--- config.mk ---
export PLATFORM = sky130hd
export DESIGN_NAME = bridge_timer
export DESIGN_NICKNAME = d
export VERILOG_FILES = /design/src/rtl/bridge_timer.sv
export SDC_FILE = /design/constraint.sdc
export NUM_CORES = 1
export LEC_CHECK = 0
export CAP_MARGIN = 20
export CORE_MARGIN = 2
export CORE_UTILIZATION = 54
export CTS_CLUSTER_DIAMETER = 100
export DETAILED_ROUTE_END_ITERATION = 8
export PLACE_DENSITY_LB_ADDON = 0.05
export SLEW_MARGIN = 15
export SYNTH_ARGS = -nofsm -noshare
export SYNTH_HDL_FRONTEND = slang
export SYNTH_SLANG_ARGS = --single-unit
--- constraint.sdc ---
create_clock -name clk -period 6.6 [get_ports clk]
set_clock_uncertainty 0.05 [all_clocks]
set_input_delay 1.65 -clock clk [delete_from_list [all_inputs] [get_ports clk]]
set_output_delay 1.65 -clock clk [all_outputs]
set_load 0.005 [all_outputs]
--- src/rtl/bridge_timer.sv ---
// bridge_timer: memory-mapped countdown timer with one-shot/auto-reload modes and a level irq towards CP0
module bridge_timer #(
  parameter logic [31:0] BASE = 32'h0000_7F00
) (
  input  logic        clk,
  input  logic        reset,
  input  logic [31:0] addr,
  input  logic        we,
  input  logic [31:0] wdata,
  output logic [31:0] rdata,
  output logic        irq
);
  typedef enum logic [1:0] {IDLE, LOAD, CNT, INT} state_t;
  state_t      state_q, state_d;
  logic [3:0]  ctrl_q, ctrl_d;
  logic [31:0] preset_q, preset_d, count_q, count_d;
  logic        irq_flag_q, irq_flag_d;
  logic        hit, wr_ctrl, wr_preset;
  logic [1:0]  off;
  logic        unused_addr_lsb;
  always_comb begin
    hit = addr[31:4] == BASE[31:4];
    off = addr[3:2];
    unused_addr_lsb = ^addr[1:0];
    wr_ctrl = we && hit && off == 2'd0;
    wr_preset = we && hit && off == 2'd1;
    rdata = !hit ? '0 :
            off == 2'd0 ? {28'd0, ctrl_q} :
            off == 2'd1 ? preset_q :
            off == 2'd2 ? count_q : '0;
    irq = irq_flag_q & ctrl_q[3];
  end
  always_comb begin
    state_d = state_q;
    ctrl_d = ctrl_q;
    preset_d = preset_q;
    count_d = count_q;
    irq_flag_d = irq_flag_q;
    case (state_q)
      IDLE: state_d = ctrl_q[0] ? LOAD : IDLE;
      LOAD: begin
        count_d = preset_q;
        state_d = CNT;
      end
      CNT: begin
        if (!ctrl_q[0]) begin
          state_d = IDLE;
        end else if (count_q > 32'd1) begin
          count_d = count_q - 32'd1;
        end else begin
          count_d = '0;
          irq_flag_d = 1'b1;
          state_d = INT;
        end
      end
      default: begin
        if (ctrl_q[2:1] == 2'b01) begin
          irq_flag_d = 1'b0;
          state_d = LOAD;
        end else begin
          ctrl_d[0] = 1'b0;
          state_d = IDLE;
        end
      end
    endcase
    // CPU writes override the FSM's own EN clear and flag update on the same edge
    if (wr_ctrl) begin
      ctrl_d = wdata[3:0];
      irq_flag_d = 1'b0;
    end
    if (wr_preset) begin
      preset_d = wdata;
      irq_flag_d = 1'b0;
    end
  end
  always_ff @(posedge clk) begin
    if (reset) begin
      state_q <= IDLE;
      ctrl_q <= '0;
      preset_q <= '0;
      count_q <= '0;
      irq_flag_q <= 1'b0;
    end else begin
      state_q <= state_d;
      ctrl_q <= ctrl_d;
      preset_q <= preset_d;
      count_q <= count_d;
      irq_flag_q <= irq_flag_d;
    end
  end
endmodule

# == Word-level counts from Yosys, hierarchy flattened ==
# Index checks and enable logic that the tools add are counted.
# totals
in_bits,67
out_inout_bits,33
register_bits,71
# op_classes
n_eq_ne,11
reduce_logical,13
add_sub_neg,1
magnitude_cmp,1
n_mux,19
bitwise_logic,2
# op_table
operator,n
2-to-1 mux 32 bit,6
case mux 32 bit (2 select lines),1
"greater-than comparator 32 x 1 -> 1 bit, second input constant",1
"subtractor 32 x 1 -> 32 bit, second input constant",1
"== test 28 x 11 -> 1 bit, second input constant",1
2-to-1 mux 1 bit,8
"== test 2 x 1 -> 1 bit, second input constant",3
"!= test 2 bit, second input constant",3
case mux 2 bit (3 select lines),1
OR reduction 3 bit,2
"== test 2 bit, second input constant",2
zero test 2 bit,2
2-to-1 mux 2 bit,2
AND reduction 2 bit,2
AND reduction 4 bit,1
nonzero test 2 bit,2
logical AND 1 bit,3
"!= test 3 bit, second input constant",1
"!= test 2 x 1 -> 1 bit, second input constant",1
case mux 1 bit (2 select lines),1
OR reduction 2 bit,1
bitwise AND 1 bit,1
inverter 1 bit,1

# == Longest topological paths before layout ==
# depth
word_depth,5
depth_mapped,9
ltp_nobuf,7

# == Worst setup path after synthesis ==
# No wires, ideal clock.
# synth_timing
path_kind,input to output
from,input addr[17]
to,output rdata[10]
stages,6
path_slack_ns,2.048
arrival_ns,2.852
path_buffers,2
path_cell_list,nor4b_1 > nand4_1 > or2_2 > clkbuf_1 > clkbuf_1 > nor2_1
# synth_between
elab_chain_cells,2
# synth_rtl
item,line,source
start: declaration,7,"input logic [31:0] addr,"
== test 28 x 11 -> 1 bit,22,hit = addr[31:4] == BASE[31:4];
2-to-1 mux 32 bit,27,rdata = !hit ? '0 :
end: declaration,10,"output logic [31:0] rdata,"
# No other way between the ends.

# == Worst setup path in the final report ==
# layout_timing
from,input addr[12]
to,output rdata[15]
# Same word-level chain as after synthesis.

==> results.md <==
- Fillers: around 640
- Max-slew violation count: 0
- EDFF count, synth: 0
- Synth Area in Adders: less than 1%
- Crit path largest cell delay: 0.61 ns
- Final WS setup: slightly below 1 ns
- Rel. slew slack: between 20% and 30%
- Count leader, synth: nor2_1
- Primary FF master, synth: dfxtp_1
- Crit path max-delay cell type: or2_2
- Post-Synthesis Cells: 546
- Post-synthesis compound-gate area fraction: a little over a fifth
- Max Root-Sink Buffers: 2
- DP Cell Count: roughly 710
- Critical Path Most Common Cell: clkdlybuf4s50_1
- Worst-path cell chain: clkdlybuf4s50_1 -> nor4bb_1 -> nand4_1 -> or2_2 -> nor2_1 -> clkdlybuf4s50_1
- Share of cells above drive strength 1: 5.81%
- DR WL/cell: ~18 um
- Synth unique cells: 57
- Post-synthesis simple-gate area fraction: 28.4%
- Antenna violations before repair: 0
- CTS tree: done
- Post-route ant nets: 0
- Largest family of logic cells by synthesized area: simple AND/OR/NAND/NOR gates
- Crit path kind: input port to output port
- Final Cycle Share: 85.4%
- Starting Density: a little under three fifths
- Placer Congestion: ~0.98
- Seq/Total Area, Yosys: between 30% and 40%
- Initial drt markers: 427
- Die width: ~93 um
- Status: complete, no violations
- Leak pwr: 0.00186 uW
- Crit. End Element: output port
- Share of the synthesized area in the top cell type: between 30% and 40%
- Clk_lat worst skew: 0.34 ns
- Unrepaired setup endpoints after global routing: no
- Drt first pass iters: 5
- Die H: roughly 90 um
- Antenna diode count: 0
- Final hold vios: 0
- CTS root buf: clkbuf_8
- Gr ovfl total: 0
- Ys Warns: 0
- FFs w/ async S/R, synth: 0%
- Worst hold start: preset_q[19]
- First-pass GRT wire length: 21.1 mm
- Vias: about 4500
- Largest cells by area after synthesis: dfxtp_1, mux2i_1, nor2_1
- Synth Area in XOR/XNOR: 0%
- Power Density: ~160 mW/mm^2
- I/O pin total: 100
- Post-cts resize count: 0
- Crit path from: addr[12]
- Total CTS buffers: 9
- Routed WL: roughly 13 mm
- Crit-path max FO: 33
- Die outline area: 0.00856 sq mm
- Final setup violation count: 0
- CP Data Required Time: 4.90 ns
- Max_cap viols: 0
- Core ar.: 0.00765 sq mm
- Synthesized flop and latch total: 71
- # DRC: 0
- Area Overhead vs Synth: 28.2%
- # nets final: 686
- IR drop worst, VDD: approximately 0.11 mV
- Setup TNS: 0 ns
- Clock Pin Slew Worst Setup and Hold Paths: ~0.08 ns
- GRT Total Usage: between 30% and 40%
- Crit start category: input port
- Fin crit period: around 5.6 ns
- Synth cell count leaders: nor2_1, dfxtp_1, mux2i_1
- Mapped cell area: roughly 0.0042 sq mm
- Critical path arrival: 3.94 ns
- Post-synthesis mux area share: a little over a tenth
- Fmax: between 0.15 and 0.2 GHz
- Net Count, Synth: just over 600
- Design Power: around 860 uW
- CTS sink count: 71
- Mean Syn Cell Area: 7.75 sq um
- Worst-margin pin slew: about 1.1 ns
- Cell row count: 32
- Final HPWL DP: between 8 and 9 mm
- Cell taking the most area after synthesis: dfxtp_1
- Via density per instance: approximately 6.3
- Reg2Reg Launch Point: state_q[0]
- Hold_buf cts: 0
- PortBufs: between 90 and 100
- Vias in the first global route: between 4000 and 5000
- HP Class: register to register
- Place WS: approximately 0.93 ns
- Setup Fix Bufs, Post-CTS: 0
- Htree depth: 3
- Largest net degree at the start of global routing: 67
- Non-Filler Instances: 722
kinds of logic (layout without fill, tap and decap cells):
group                    after synthesis  in the layout
AND/OR/NAND/NOR                      237            237
AO/OA/AOI/OAI                        131            131
flip-flops                            71             71
buffers and inverters                 59            133
multiplexers                          46             46
adder cells (fa/ha/maj)                2              2
through the flow:
stage | cell area (sq um) | util (%) | hold WS [ns]
after CTS | 5420 | 70.9 | 0.468
after floorplan | 4230 | - | 0.423
after global placement | 5220 | 68.3 | 0.438
final | 5420 | 70.9 | 0.468
after detailed placement | 5220 | 68.3 | 0.457
after global routing | 5420 | 70.9 | 0.485
where the power goes:
part           internal, uW  switching, uW  leakage, uW
registers               428    0.000000189     0.000571
clock network           207            162     0.000105
logic                  37.5           22.0      0.00119
path summary, 6_finish.rpt:
path / cells after the start / slack, ns / endpoint
min: 2 / 0.47 / count_q[19]
max: 6 / 0.96 / rdata[15]
min reg2reg: 2 / 0.47 / count_q[19]
max reg2reg: 5 / 3.26 / count_q[20]
cell usage in the layout, fill, tap and decap left out, types with 4 or more instances in the layout:
cell / count
a21oi_1: 29
a22oi_1: 31
a31oi_1: 15
a32oi_1: 7
and2_1: 4
and3_1: 10
buf_4: 9
clkbuf_8: 9
clkdlybuf4s50_1: 96
dfxtp_1: 71
inv_1: 10
mux2i_1: 45
nand2_1: 19
nand2b_1: 4
nand3_1: 22
nand4_1: 12
nor2_1: 104
nor2b_1: 5
nor3_1: 9
nor4_1: 13
o211ai_1: 4
o21ai_0: 12
o22ai_1: 9
o32ai_1: 4
or3_1: 5
or4_1: 7
cell type report:
cell class / count / area [sq um] / area share, %
multi-input combinational: 416 / 2590 / 47.8
sequential: 71 / 1420 / 26.2
tap: 102 / 128 / 2.35
timing repair buffer: 107 / 1040 / 19.1
inverter: 12 / 45.0 / 0.830
clock inverter: 5 / 75.1 / 1.38
clock buffer: 9 / 124 / 2.28
layer usage:
metal / vias to the layer above / part of all wire [%] / GRT usage, %
li1: 2181 / - / -
met1: 2137 / 42 / 39.6
met2: 204 / 48 / 51.3
met3: 26 / 8.1 / 5.21
met4: 0 / 1.8 / 12.1
met5: - / 0 / 0
registers in the layout (all words and copies together) (netlist names):
register,flops
count_q,32
preset_q,32
ctrl_q,4
state_q,2
irq_flag_q,1
worst max-delay path: cells and delay by family:
family        cells  cell delay (ns)
buf+inv           2             0.99
simple gates      4             1.29
Power figures use the tool's default switching activity.
